--- src/rtl/seg7_scan_ctrl_if.sv ---
// Bundle of display-side signals for the 7-segment scan controller.
// The master side is the game logic plus the shared digit decoder;
// the slave side is the scan controller itself.
interface seg7_scan_ctrl_if #(
    parameter int NDIG = 4
);
    logic                  load;
    logic [4*NDIG-1:0]     value;
    logic [NDIG-1:0]       blink_en;
    logic                  lzb_en;
    logic                  ready;
    logic                  frame;
    logic [3:0]            dec_din;
    logic [6:0]            dec_nhex;
    logic [6:0]            nhex;
    logic [NDIG-1:0]       nsel;

    modport master (
        output load, value, blink_en, lzb_en, dec_nhex,
        input  ready, frame, dec_din, nhex, nsel
    );

    modport slave (
        input  load, value, blink_en, lzb_en, dec_nhex,
        output ready, frame, dec_din, nhex, nsel
    );
endinterface

--- src/rtl/seg7_scan_ctrl.sv ---
// Time-multiplexed scan controller for a common-anode 7-segment display.
// Holds a shadow/active pair of digit values so a new value posted at any
// time is only swapped in at a frame boundary, feeds one digit per slot to
// an external shared decoder and registers the returned pattern.
module seg7_scan_ctrl #(
    parameter int NDIG      = 4,
    parameter int SCAN_DIV  = 50000,
    parameter int BLINK_DIV = 12500000,
    parameter int DEAD      = 2
) (
    input logic            clk,
    input logic            rst_n,
    seg7_scan_ctrl_if.slave bus
);
    localparam int IW = (NDIG > 1) ? $clog2(NDIG) : 1;
    localparam int CW = $clog2(SCAN_DIV);
    localparam int BW = $clog2(BLINK_DIV);

    localparam logic [IW-1:0] IDX_LAST   = IW'(NDIG - 1);
    localparam logic [CW-1:0] CNT_LAST   = CW'(SCAN_DIV - 1);
    localparam logic [CW-1:0] CNT_DEAD   = CW'(DEAD);
    localparam logic [BW-1:0] BLINK_LAST = BW'(BLINK_DIV - 1);

    logic [IW-1:0]      idx;
    logic [CW-1:0]      cnt;
    logic [BW-1:0]      blink_cnt;
    logic               phase;
    logic [4*NDIG-1:0]  shadow;
    logic [4*NDIG-1:0]  active;
    logic               pending;
    logic               frame_q;
    logic [6:0]         nhex_q;
    logic [NDIG-1:0]    nsel_q;

    logic [3:0]         digit;
    logic               lead_zero;
    logic               blank;
    logic [NDIG-1:0]    sel_next;
    logic               slot_end;
    logic               frame_end;

    // Current digit, blanking decision and next select pattern from the registers.
    always_comb begin
        digit     = active[4*int'(idx) +: 4];
        slot_end  = (cnt == CNT_LAST);
        frame_end = slot_end && (idx == IDX_LAST);
        lead_zero = 1'b1;
        for (int i = 0; i < NDIG; i++) begin
            if (i >= int'(idx) && active[4*i +: 4] != 4'd0) begin
                lead_zero = 1'b0;
            end
        end
        blank = (bus.blink_en[idx] && phase) ||
                (bus.lzb_en && (idx != '0) && lead_zero);
        sel_next = '1;
        if (cnt >= CNT_DEAD) begin
            sel_next[idx] = 1'b0;
        end
    end

    // Slot timer and digit index walking 0..NDIG-1.
    always_ff @(posedge clk) begin
        if (!rst_n) begin
            cnt <= '0;
            idx <= '0;
        end else if (slot_end) begin
            cnt <= '0;
            idx <= (idx == IDX_LAST) ? '0 : idx + 1'b1;
        end else begin
            cnt <= cnt + 1'b1;
        end
    end

    // Free-running blink timer, toggling the blank phase each half-period.
    always_ff @(posedge clk) begin
        if (!rst_n) begin
            blink_cnt <= '0;
            phase     <= 1'b0;
        end else if (blink_cnt == BLINK_LAST) begin
            blink_cnt <= '0;
            phase     <= ~phase;
        end else begin
            blink_cnt <= blink_cnt + 1'b1;
        end
    end

    // Load capture into the shadow copy and frame-boundary commit to active.
    always_ff @(posedge clk) begin
        if (!rst_n) begin
            shadow  <= '0;
            active  <= '0;
            pending <= 1'b0;
            frame_q <= 1'b0;
        end else begin
            frame_q <= frame_end;
            if (frame_end && pending) begin
                active  <= shadow;
                pending <= 1'b0;
            end else if (bus.load && !pending) begin
                shadow  <= bus.value;
                pending <= 1'b1;
            end
        end
    end

    // Registered segment and digit-select drive.
    always_ff @(posedge clk) begin
        if (!rst_n) begin
            nhex_q <= 7'h7F;
            nsel_q <= '1;
        end else begin
            nhex_q <= blank ? 7'h7F : bus.dec_nhex;
            nsel_q <= sel_next;
        end
    end

    assign bus.ready   = ~pending;
    assign bus.frame   = frame_q;
    assign bus.dec_din = digit;
    assign bus.nhex    = nhex_q;
    assign bus.nsel    = nsel_q;
endmodule

--- src/flat_wrapper.sv ---
// flat-port wrapper written by rule: the top's interface ports become plain ports
module seg7_scan_ctrl_flat 
#(
    parameter int NDIG      = 4,
    parameter int SCAN_DIV  = 50000,
    parameter int BLINK_DIV = 12500000,
    parameter int DEAD      = 2
)
  (clk, rst_n, bus_load, bus_value, bus_blink_en, bus_lzb_en, bus_dec_nhex, bus_ready, bus_frame, bus_dec_din, bus_nhex, bus_nsel);
  seg7_scan_ctrl_if #(.NDIG(NDIG)) bus_i ();
  input logic clk;
  input logic rst_n;
  input wire logic [$bits(bus_i.load)-1:0] bus_load;
  input wire logic [$bits(bus_i.value)-1:0] bus_value;
  input wire logic [$bits(bus_i.blink_en)-1:0] bus_blink_en;
  input wire logic [$bits(bus_i.lzb_en)-1:0] bus_lzb_en;
  input wire logic [$bits(bus_i.dec_nhex)-1:0] bus_dec_nhex;
  output wire logic [$bits(bus_i.ready)-1:0] bus_ready;
  output wire logic [$bits(bus_i.frame)-1:0] bus_frame;
  output wire logic [$bits(bus_i.dec_din)-1:0] bus_dec_din;
  output wire logic [$bits(bus_i.nhex)-1:0] bus_nhex;
  output wire logic [$bits(bus_i.nsel)-1:0] bus_nsel;
  assign bus_i.load = bus_load;
  assign bus_i.value = bus_value;
  assign bus_i.blink_en = bus_blink_en;
  assign bus_i.lzb_en = bus_lzb_en;
  assign bus_i.dec_nhex = bus_dec_nhex;
  assign bus_ready = bus_i.ready;
  assign bus_frame = bus_i.frame;
  assign bus_dec_din = bus_i.dec_din;
  assign bus_nhex = bus_i.nhex;
  assign bus_nsel = bus_i.nsel;
  seg7_scan_ctrl #(.NDIG(NDIG), .SCAN_DIV(SCAN_DIV), .BLINK_DIV(BLINK_DIV), .DEAD(DEAD)) u_core (.clk(clk), .rst_n(rst_n), .bus(bus_i));
endmodule
--- config.mk ---
export PLATFORM = sky130hd
export DESIGN_NAME = seg7_scan_ctrl_flat
export DESIGN_NICKNAME = d
export VERILOG_FILES = /design/src/rtl/seg7_scan_ctrl_if.sv /design/src/rtl/seg7_scan_ctrl.sv /design/src/flat_wrapper.sv
export SDC_FILE = /design/constraint.sdc
export NUM_CORES = 1
export LEC_CHECK = 0
export CORE_MARGIN = 5
export CORE_UTILIZATION = 35
export DETAILED_ROUTE_END_ITERATION = 7
export PLACE_DENSITY = 0.62
export RECOVER_POWER = 100
export SLEW_MARGIN = 20
export SYNTH_ARGS = -nofsm -noshare
export SYNTH_HDL_FRONTEND = slang
export SYNTH_SLANG_ARGS = --single-unit
--- constraint.sdc ---
create_clock -name clk -period 1.8 [get_ports clk]
set_input_delay 0.27 -clock clk [delete_from_list [all_inputs] [get_ports clk]]
set_output_delay 0.27 -clock clk [all_outputs]
set_load 0.02 [all_outputs]
# After elaboration in Yosys (flattened, before gate mapping)
# Index checks and enable logic that the tools add are counted.
# op_classes
bitwise_logic	5
n_eq_ne	3
n_mux	9
n_div	0
shift	1
n_addsub	3
reduce_logical	23
n_lt_le_gt_ge	6
mul	0
# op_table
operator	count
adder 24 x 1 -> 24 bit, second input constant	1
equality test 24 bit, second input constant	1
adder 16 x 1 -> 16 bit, second input constant	1
equality test 16 bit, second input constant	1
>= comparator 16 x 2 -> 1 bit, second input constant	1
nonzero test 4 bit	4
indexed part select 16 x 5 -> 4 bit	1
logical AND 1 bit	10
OR reduction 2 bit	4
two-way mux 1 bit	6
>= comparator 1 x 2 -> 1 bit, first input constant	2
inverter 1 bit	4
inverter 4 bit	1
AND reduction 2 bit	2
< comparator 2 x 3 -> 1 bit, second input constant	1
adder 2 x 1 -> 2 bit, second input constant	1
binary-select mux 1 bit (select 2 bit)	1
demux 1 bit (select 2 bit)	1
equality test 2 bit, second input constant	1
>= comparator 2 x 1 -> 1 bit, second input constant	1
>= comparator 2 bit, first input constant	1
two-way mux 2 bit	1
nonzero test 2 bit	1
logical NOT 1 bit	1
logical OR 1 bit	1
# word_totals
output_inout_bits	17
register_bits	88
word_cells	60
ram_bits	0
input_bits	31
mem_bits_ro	0
latchBits	0
n_memories	0

# Depth between registers and ports, before layout
# Gate-level depths: netlist of the first run.
# logic_depth
ltp_word	9
mapped_depth	7
ltp_nobuf	6

# Worst setup path after synthesis of the first run
# OpenSTA, ideal clock, no wires.
# synth_path
kind	flip-flop to flip-flop
startpoint	register u_core.cnt[12]
endpoint	register u_core.active[10]
t_required_ns	1.668
slack_ns	-0.143
synth_period_minus_slack_ns	1.943
n_path_buf	1
path_stages_with_launch	6
arrival_time_ns	1.810
setup_ns	0.132
cell_sequence	dfxtp_1 or4_4 or4_4 clkbuf_1 o21ai_0 a21oi_1
# synth_via
elab_chain_cells	3
# synth_rtl
item	line_no	source
start: declaration	seg7_scan_ctrl.sv:25	logic [CW-1:0] cnt;
start signal: assignment	seg7_scan_ctrl.sv:70	cnt <= cnt + 1'b1;
equality test 16 bit	seg7_scan_ctrl.sv:45	slot_end = (cnt == CNT_LAST);
logical AND 1 bit	seg7_scan_ctrl.sv:46	frame_end = slot_end && (idx == IDX_LAST);
logical AND 1 bit	seg7_scan_ctrl.sv:96	if (frame_end && pending) begin
end signal: assignment	seg7_scan_ctrl.sv:97	active <= shadow;
end: declaration	seg7_scan_ctrl.sv:29	logic [4*NDIG-1:0] active;
# No other way between the ends.
# A chain may end at the register's enable or synchronous reset.

# Final worst setup path of the first run
# layout_path
startpoint	register u_core.cnt[12]
endpoint	register u_core.active[9]
# The elaborated chain is that of the path after synthesis.

==> results of run 1 <==
-- cells in the final DEF, fill, tap and decap left out, types with 2 or more instances in the layout --
cell type / instances
a21oi_1: 44
and3_1: 5
and4_1: 6
buf_12: 2
buf_4: 48
buf_6: 2
clkbuf_1: 3
clkbuf_2: 4
clkbuf_8: 10
clkdlybuf4s50_1: 31
clkinv_2: 2
dfxtp_1: 81
dfxtp_2: 6
dlygate4sd3_1: 12
ha_1: 7
inv_1: 7
mux4_2: 5
nand2_1: 52
nand3_1: 15
nand4_1: 29
nor2_1: 37
nor2b_1: 2
nor3_1: 6
nor4_1: 6
nor4b_1: 2
o21ai_0: 12
o21ai_1: 12
o21ai_2: 2
o31ai_1: 3
or2_2: 7
or3_1: 11
or4_1: 3
or4_4: 4
xnor2_1: 15
xor2_1: 11
-- layer usage --
metal | vias up | track usage (%) | share of wire [%]
met5 | - | 0 | 0
met4 | 0 | 4.73 | 1.6
met3 | 10 | 4.44 | 4.1
met2 | 69 | 23.1 | 47
met1 | 1567 | 19.4 | 47
li1 | 1692 | - | -
-- worst paths after layout --
check,to,startpoint,cells after the start,slack [ns]
max,u_core.active[9],u_core.cnt[12],5,-0.06
min,u_core.shadow[6],bus_value[6],3,0.45
max reg2reg,u_core.active[9],u_core.cnt[12],5,-0.06
min reg2reg,u_core.shadow[7],u_core.shadow[7],2,0.46
-- power by group through the flow --
stage          Clock [mW]  Combinational, mW  Sequential, mW
2_1_floorplan           0              0.100            2.07
3_3_place_gp            0              0.258            2.06
3_5_place_dp            0              0.261            2.06
4_1_cts              1.40              0.262            2.01
5_1_grt              1.48              0.283            2.02
6_report             1.35              0.256            2.01
-- cell families after synthesis --
logic type               count (synthesis)
XOR/XNOR                                26
AND/OR/NAND/NOR                        192
adder cells (fa/ha/maj)                  8
AO/OA/AOI/OAI                           77
multiplexers                             5
flip-flops                              88
buffers and inverters                   31
-- repair_timing --
action                     in CTS  in global routing
pin swaps                       0                  3
setup buffers                   0                  3
gates resized for setup        26                 20
setup endpoints to repair      31                 66
-- flip-flops by register name, summed over array words and instances, names as in the netlist --
name,count
u_core.phase,1
u_core.idx,2
u_core.shadow,16
u_core.pending,1
u_core.active,16
u_core.bus.nsel,4
u_core.cnt,16
u_core.blink_cnt,24
u_core.bus.frame,1
u_core.bus.nhex,7
-- layout make-up --
class | instances | area, um2 | share of cell area (%)
inverters | 8 | 30.0 | 0.610
multi-input cells | 308 | 1860 | 37.9
repair buffers | 102 | 886 | 18.0
flip-flops and latches | 88 | 1770 | 36.0
well taps | 136 | 170 | 3.46
clock inverters | 5 | 56.3 | 1.14
clock buffers | 11 | 141 | 2.87
-- critical path: stages, from the launching register on --
cell and delay [ns]:
dfxtp_2 0.32, or4_4 0.53, or4_4 0.47, buf_6 0.17, o21ai_2 0.15, a21oi_1 0.10
==> flow_summary.json, run 1 <==
{
  "drc": 0,
  "fin_util_pct": 47.7,
  "clkTransAtPathRegs_ns": 0.09,
  "synthArstFlopShare_pct": 0,
  "power.leakage_nw": 1.76,
  "synth-seq-cells": 88,
  "p_seq_share_pct": 55.6,
  "antenna_cells": 0,
  "finalHoldViolCount": 0,
  "nNetsFinal": 556,
  "cp.arrival_ns": 2.10,
  "setup_viol": 17,
  "pre_cts_slack_ns": -0.180,
  "status": "finished with violations",
  "port_buffers": 47,
  "detailedRoute.firstIterationViolations": 193,
  "start_kind": "flop",
  "fmax_mhz": 537,
  "fin_crit_ns": 1.86,
  "max_cap_violations": 0,
  "synth_flop_cell": "dfxtp_1",
  "die_height_um": 113,
  "antenna_found_initial": 0,
  "synthAdderAreaFrac_pct": 2.70,
  "intPower_mw": 2.80,
  "dieArea_um2": 12800,
  "hold_class": "in -> reg",
  "synth-edff-count": 0,
  "tightestPinTransition_ns": 0.601,
  "cts_tree": "built",
  "synthDistinctLibCells": 34,
  "synthXorXnorAreaFrac_pct": 6.14,
  "worstSkewPairLatency_ns": 0.36,
  "ys_top_cells_by_count": "88 x dfxtp_1, 52 x nand2_1, 45 x a21oi_1",
  "gp_congestion": 0.780,
  "violations": "setup timing",
  "synth.area.mux_share_pct": 3.04,
  "cts-buffers-inserted": 9,
  "die_x_um": 113,
  "clockRootBuffer": "clkbuf_8",
  "placementRows": 37,
  "fillCellCount": 988,
  "place_inst": 639,
  "grt_max_degree": 27,
  "wirelength_um": 8950,
  "combinationalPowerShare_pct": 7.1,
  "grt_overflow_total": 0,
  "yosys_warnings": 0,
  "ctsHtreeMaxLevel": 3,
  "clock_skew_ns": 0.0114,
  "slew-limit-headroom_pct": 59.9,
  "crit_path_end_kind": "flop",
  "synth_most_common_cell": "dfxtp_1",
  "slew_violations": 0,
  "ir_worst_vdd_uv": 449,
  "rsz0062_at_grt": "yes",
  "crit_type": "reg -> reg",
  "synth_nets": 466,
  "p_clk_share_pct": 37.3,
  "syn_area_um2": 3710,
  "p_sw_uw": 818,
  "grt_pass1_wl_um": 15500,
  "final_layout_size_suffix_gt1_share_pct": 19.9,
  "io_pins": 48,
  "synthDominantCellAreaShare_pct": 47.5,
  "fin_tns_setup_ns": -0.610,
  "core_um2": 10300,
  "area_growth_pct": 32.7,
  "post_drt_wl_per_cell_um": 13.6,
  "synth_simple_gate_area_share_pct": 26.6,
  "synth_top_area_cell": "dfxtp_1",
  "sw_frac_of_total_pct": 22.6,
  "postCtsHoldBufs": 0,
  "start_util_pct": 35.9,
  "synth.top_cells.by_area": "dfxtp_1 48%, a21oi_1 6.1%, nand2_1 5.3%, nand4_1 4.9%, nor2_1 3.8%",
  "grt_pass1_vias": 3280,
  "powerDensity_nw_per_um2": 736,
  "setup_slack_ns": -0.0629,
  "vias_per_cell": 5.07,
  "avgSynthCellArea_um2": 8.68,
  "synth_top_family_by_area": "simple AND/OR/NAND/NOR gates",
  "synthCells": 427,
  "required_ns": 2.04,
  "clk_path_buf_depth": 2,
  "crit_fanout": 13,
  "period_share_pct": 103,
  "ant_nets": 0,
  "hold-worst-slack_ns": 0.452,
  "synth_compound_area_share_pct": 10.7,
  "route.vias.total": 3338,
  "dpl_cell_area_um2": 4690,
  "finalPower_mw": 3.62,
  "ys_seq_area_share_pct": 47.5,
  "final_cells": 658,
  "clock_sinks": 88,
  "dr.pass1.iters": 4,
  "fin_area_um2": 4920,
  "dp_hpwl_um": 6600,
  "track_usage_pct": 14.7
}
No activity file was read; power rests on OpenSTA's default activity.
==> run 2, diff against run 1 <==
CORE_UTILIZATION = 49   (was 35)
CTS_CLUSTER_DIAMETER = 120   (was unset)
PLACE_DENSITY = 0.8   (was 0.62)
==> run 2 against run 1 <==
Against the previous run:
- the flow still finishes with violations (setup timing)
- critical path depth stayed put
- critical path type unchanged
- register-to-register slack barely moved
- sequential share of layout area grew 0.53 points
- combinational power increased by 2%
- cell count is 6.8% lower
- largest cell class unchanged
- setup slack got worse by 0.013 ns
- sequential power hardly changed
- non-clock buffer count shrank 6
==> flow_summary.json, run 2 (same netlist as run 1, synthesis figures left out) <==
{
  "status": "finished with violations",
  "violations": "setup timing",
  "met1_length_um": 3830,
  "nNetsFinal": 550,
  "path_cells": "or4_4, or4_4, buf_12, o21ai_1, a21oi_1",
  "port_buffers": 47,
  "fillCellCount": 595,
  "wl_met3_um": 504,
  "max_cap_violations": 0,
  "drc": 0,
  "tightestPinTransition_ns": 0.542,
  "top_layer": "met4",
  "ctsHtreeMaxLevel": 3,
  "wirelength_um": 8850,
  "cp.arrival_ns": 2.10,
  "powerDensity_nw_per_um2": 724,
  "area_growth_pct": 31.6,
  "cp_common_cell": "or4_4",
  "clk_path_buf_depth": 2,
  "clkTransAtPathRegs_ns": 0.08,
  "antenna_found_initial": 0,
  "hold-worst-slack_ns": 0.450,
  "setup_slack_ns": -0.0759,
  "crit_buf_inv": 1,
  "required_ns": 2.02,
  "finalHoldViolCount": 0,
  "clockRootBuffer": "clkbuf_8",
  "start_util_pct": 50.8,
  "worstSkewPairLatency_ns": 0.35,
  "fin_tns_setup_ns": -0.545,
  "placementRows": 31,
  "setup_viol": 17,
  "fin_crit_ns": 1.88,
  "final_layout_size_suffix_gt1_share_pct": 20.6,
  "top_register": "u_core.blink_cnt",
  "grt_pass1_vias": 3206,
  "grt_max_degree": 37,
  "power.leakage_nw": 1.76,
  "multi_input_area_um2": 1900,
  "fmax_mhz": 533,
  "dieArea_um2": 9410,
  "period_share_pct": 104,
  "layout_common_cells": "79 x dfxtp_1, 51 x nand2_1, 44 x buf_4",
  "clock_sinks": 88,
  "cts-buffers-inserted": 9,
  "finalPower_mw": 3.53,
  "grt_pass1_wl_um": 14700,
  "io_pins": 48,
  "slew_violations": 0,
  "slew-limit-headroom_pct": 63.7,
  "critPathTopFamily": "simple AND/OR/NAND/NOR gates",
  "antenna_cells": 0,
  "final_common_cell": "dfxtp_1",
  "cpPeakStageDelay_ns": 0.53,
  "route.vias.total": 3371,
  "gp_congestion": 0.875,
  "post_drt_wl_per_cell_um": 14.4,
  "detailedRoute.firstIterationViolations": 186,
  "crit_type": "reg -> reg",
  "core_um2": 7290,
  "track_usage_pct": 18.6,
  "fin_util_pct": 66.9,
  "hold_class": "reg -> reg",
  "ant_nets": 0,
  "grt_overflow_total": 0,
  "crit_fanout": 20,
  "cts_tree": "built",
  "seqCellArea_um2": 1780,
  "wl_met2_um": 4370,
  "vias_per_cell": 5.50,
  "clock_skew_ns": 0.00930,
  "dr.pass1.iters": 5,
  "rsz0062_at_grt": "yes",
  "cp_slowest_cell": "or4_4",
  "ir_worst_vdd_uv": 477,
  "largest_reg_flops": 24,
  "die_x_um": 97.0,
  "start_kind": "flop",
  "crit_path_end_kind": "flop",
  "dp_hpwl_um": 6440,
  "die_height_um": 97.0
}
## run 2: changes by cell type in the layout (fill, tap and decap cells not counted), moves of 3 or more
cell,delta
buf_4,-4
clkbuf_2,-4
dlygate4sd3_1,-12
dfxtp_4,+3
o21ai_0,-3
clkdlybuf4s50_1,+12
o21ai_2,+3
## run 2: stage by stage
step / instance area (um2) / std cells / setup slack (ns)
2_1_floorplan: 3750 / 427 / 0.000816
3_3_place_gp: 4580 / 594 / -0.0816
3_5_place_dp: 4580 / 594 / -0.156
4_1_cts: 4790 / 610 / -0.0823
5_1_grt: 4880 / 613 / -0.0989
6_report: 4880 / 613 / -0.0759
## run 2: path summary, 6_finish.rpt
check | start | to | slack [ns] | depth (start not counted)
hold / removal | u_core.blink_cnt[0] | u_core.blink_cnt[0] | 0.45 | 1
setup / recovery | u_core.cnt[12] | u_core.active[13] | -0.08 | 5
hold reg to reg | u_core.blink_cnt[0] | u_core.blink_cnt[0] | 0.45 | 1
setup reg to reg | u_core.cnt[12] | u_core.active[13] | -0.08 | 5
## run 2: repair_timing
item	4_1_cts	5_1_grt
resized for setup	40	25
cloned	0	0
pin swaps	0	5
endpoints found under the setup margin	33	56
hold buffers	0	0
buffers inserted	2	3
## run 2: worst reg2reg max path: stages, from the launching register on
cell and delay, ns:
dfxtp_2 0.33, or4_4 0.53, or4_4 0.47, buf_12 0.18, o21ai_1 0.18, a21oi_1 0.08
## run 2: routing by layer
| metal | vias to the layer above | track usage [%] |
|---|---|---|
| met5 | - | 0 |
| met4 | 0 | 5.72 |
| met1 | 1564 | 22.6 |
| li1 | 1676 | - |
| met2 | 116 | 31.4 |
| met3 | 15 | 5.54 |
## run 2: where the power goes
group,switching [mW],total [mW],internal [mW]
combinational,0.120,0.262,0.142
clock,0.637,1.26,0.622
sequential,0.0263,2.01,1.99
total,0.783,3.53,2.75
## run 2: cell type report
| cell class | instances | area share [%] |
|---|---|---|
| Clock buffer | 10 | 2.62 |
| Clock inverter | 4 | 0.975 |
| Inverter | 8 | 0.616 |
| Multi-Input combinational cell | 308 | 39.0 |
| Sequential cell | 88 | 36.6 |
| Tap cell | 99 | 2.54 |
| Timing Repair Buffer | 96 | 17.7 |
==> run 3, diff against run 2 <==
==> constraint.sdc (replaced) <==
create_clock -name clk -period 1.8 [get_ports clk]
set_input_delay 0.27 -clock clk [delete_from_list [all_inputs] [get_ports clk]]
set_output_delay 0.27 -clock clk [all_outputs]
set_load 0.1 [all_outputs]
==> run 3 against run 2 <==
Against the previous run:
- the run still ends with setup timing left
- global-route usage is 0.31 points lower
- die area did not move
- cell count down 0.82%
- routed wire length down 3.8%
- critical path type unchanged
- total power grew 10%
- via count is 1.4% lower
- largest cell class unchanged
- critical path depth unchanged
==> flow_summary.json, run 3 (same netlist as run 1, synthesis figures left out) <==
{
  "tightestPinTransition_ns": 0.598,
  "fillCellCount": 580,
  "layout_common_cells": "83 x dfxtp_1, 52 x nand2_1, 50 x buf_4",
  "top_register": "u_core.blink_cnt",
  "post_drt_wl_per_cell_um": 14.0,
  "fmax_mhz": 533,
  "worstSkewPairLatency_ns": 0.35,
  "powerDensity_nw_per_um2": 800,
  "crit_fanout": 17,
  "dieArea_um2": 9410,
  "period_share_pct": 104,
  "crit_path_end_kind": "flop",
  "hold_class": "reg -> reg",
  "status": "finished with violations",
  "detailedRoute.firstIterationViolations": 206,
  "fin_util_pct": 66.8,
  "place_inst": 593,
  "final_common_cell": "dfxtp_1",
  "antenna_cells": 0,
  "pre_cts_slack_ns": -0.107,
  "largest_reg_flops": 24,
  "required_ns": 2.03,
  "io_pins": 48,
  "ir_worst_vdd_uv": 509,
  "rsz0062_at_grt": "yes",
  "multi_input_area_um2": 1870,
  "rr_worst_depth": 5,
  "p_clk_share_pct": 39.8,
  "p_seq_share_pct": 51.7,
  "placementRows": 31,
  "setup_slack_ns": -0.0758,
  "violations": "setup timing",
  "gp_congestion": 0.872,
  "intPower_mw": 3.03,
  "final_layout_size_suffix_gt1_share_pct": 20.4,
  "track_usage_pct": 18.2,
  "clk_path_buf_depth": 2,
  "clock_sinks": 88,
  "die_x_um": 97.0,
  "port_buffers": 47,
  "max_cap_violations": 0,
  "dp_hpwl_um": 6200,
  "fin_tns_setup_ns": -1.04,
  "crit_type": "reg -> reg",
  "setup_viol": 21,
  "fin_crit_ns": 1.88,
  "grt_overflow_total": 0,
  "die_height_um": 97.0,
  "cts_tree": "built",
  "clockRootBuffer": "clkbuf_8",
  "fin_area_um2": 4870,
  "p_sw_uw": 865,
  "start_kind": "flop",
  "area_growth_pct": 31.4,
  "grt_pass1_wl_um": 14400,
  "ant_nets": 0,
  "grt_max_degree": 37,
  "min_path_cells": 1,
  "dr.pass1.iters": 5,
  "slew_violations": 0,
  "nNetsFinal": 545,
  "combinationalPowerShare_pct": 8.5,
  "cts-buffers-inserted": 9,
  "wirelength_um": 8520,
  "finalHoldViolCount": 0,
  "drc": 0,
  "clkTransAtPathRegs_ns": 0.08,
  "sw_frac_of_total_pct": 22.2,
  "core_um2": 7290,
  "cp.arrival_ns": 2.10,
  "final_cells": 608,
  "vias_per_cell": 5.47,
  "seqCellArea_um2": 1770,
  "route.vias.total": 3324,
  "slew-limit-headroom_pct": 60.0,
  "start_util_pct": 50.8,
  "power.leakage_nw": 1.77,
  "clock_skew_ns": 0.0113,
  "ctsHtreeMaxLevel": 3,
  "antenna_found_initial": 0,
  "grt_pass1_vias": 3157,
  "dpl_cell_area_um2": 4610
}
==> run 3: final cells by class <==
cell class / instances / area share (%)
Clock buffer: 10 / 2.62
Clock inverter: 4 / 1.95
Inverter: 8 / 0.617
Multi-Input combinational cell: 308 / 38.3
Sequential cell: 88 / 36.4
Tap cell: 99 / 2.54
Timing Repair Buffer: 91 / 17.6
==> run 3: routing by layer <==
metal	part of all wire [%]	up-vias	wire, um	global-route usage [%]
met5	0	-	0	0
met3	5.1	12	433	5.04
li1	-	1672	-	-
met2	48	102	4080	30.9
met1	46	1538	3910	22.9
met4	1.2	0	98	4.54
==> run 3: path summary, 6_finish.rpt <==
check                                          from                  end  slack, ns
worst min-delay path            u_core.blink_cnt[0]  u_core.blink_cnt[0]       0.43
worst max-delay path                 u_core.cnt[12]     u_core.active[1]      -0.08
worst max register to register       u_core.cnt[12]     u_core.active[1]      -0.08
worst min register to register  u_core.blink_cnt[0]  u_core.blink_cnt[0]       0.43
==> run 3: critical path, stage by stage (launching register included) <==
cell     delay, ns
dfxtp_1       0.31
or4_4         0.54
or4_4         0.48
buf_12        0.18
o21ai_1       0.15
a21oi_1       0.10
==> run 3: what timing repair did <==
item                       4_1_cts  5_1_grt
pin swaps                        0        1
gates resized for setup         20        9
setup endpoints to repair       24       57
hold buffers                     0        0
hold endpoints to repair         0        0
buffers inserted                 1        0
==> run 3: power groups by stage <==
stage	Combinational, mW	Sequential, mW	Clock (mW)
finish	0.332	2.01	1.55
global route	0.358	2.02	1.65
floorplan	0.110	2.14	0
detailed placement	0.334	2.06	0
CTS	0.336	2.01	1.58
global placement	0.327	2.06	0
==> run 3: through the flow <==
| step | power (mW) | hold WS (ns) |
|---|---|---|
| after global placement | 2.38 | 0.421 |
| final | 3.89 | 0.433 |
| after detailed placement | 2.39 | 0.426 |
| after global routing | 4.02 | 0.447 |
| after floorplan | 2.25 | 0.377 |
| after CTS | 3.92 | 0.436 |
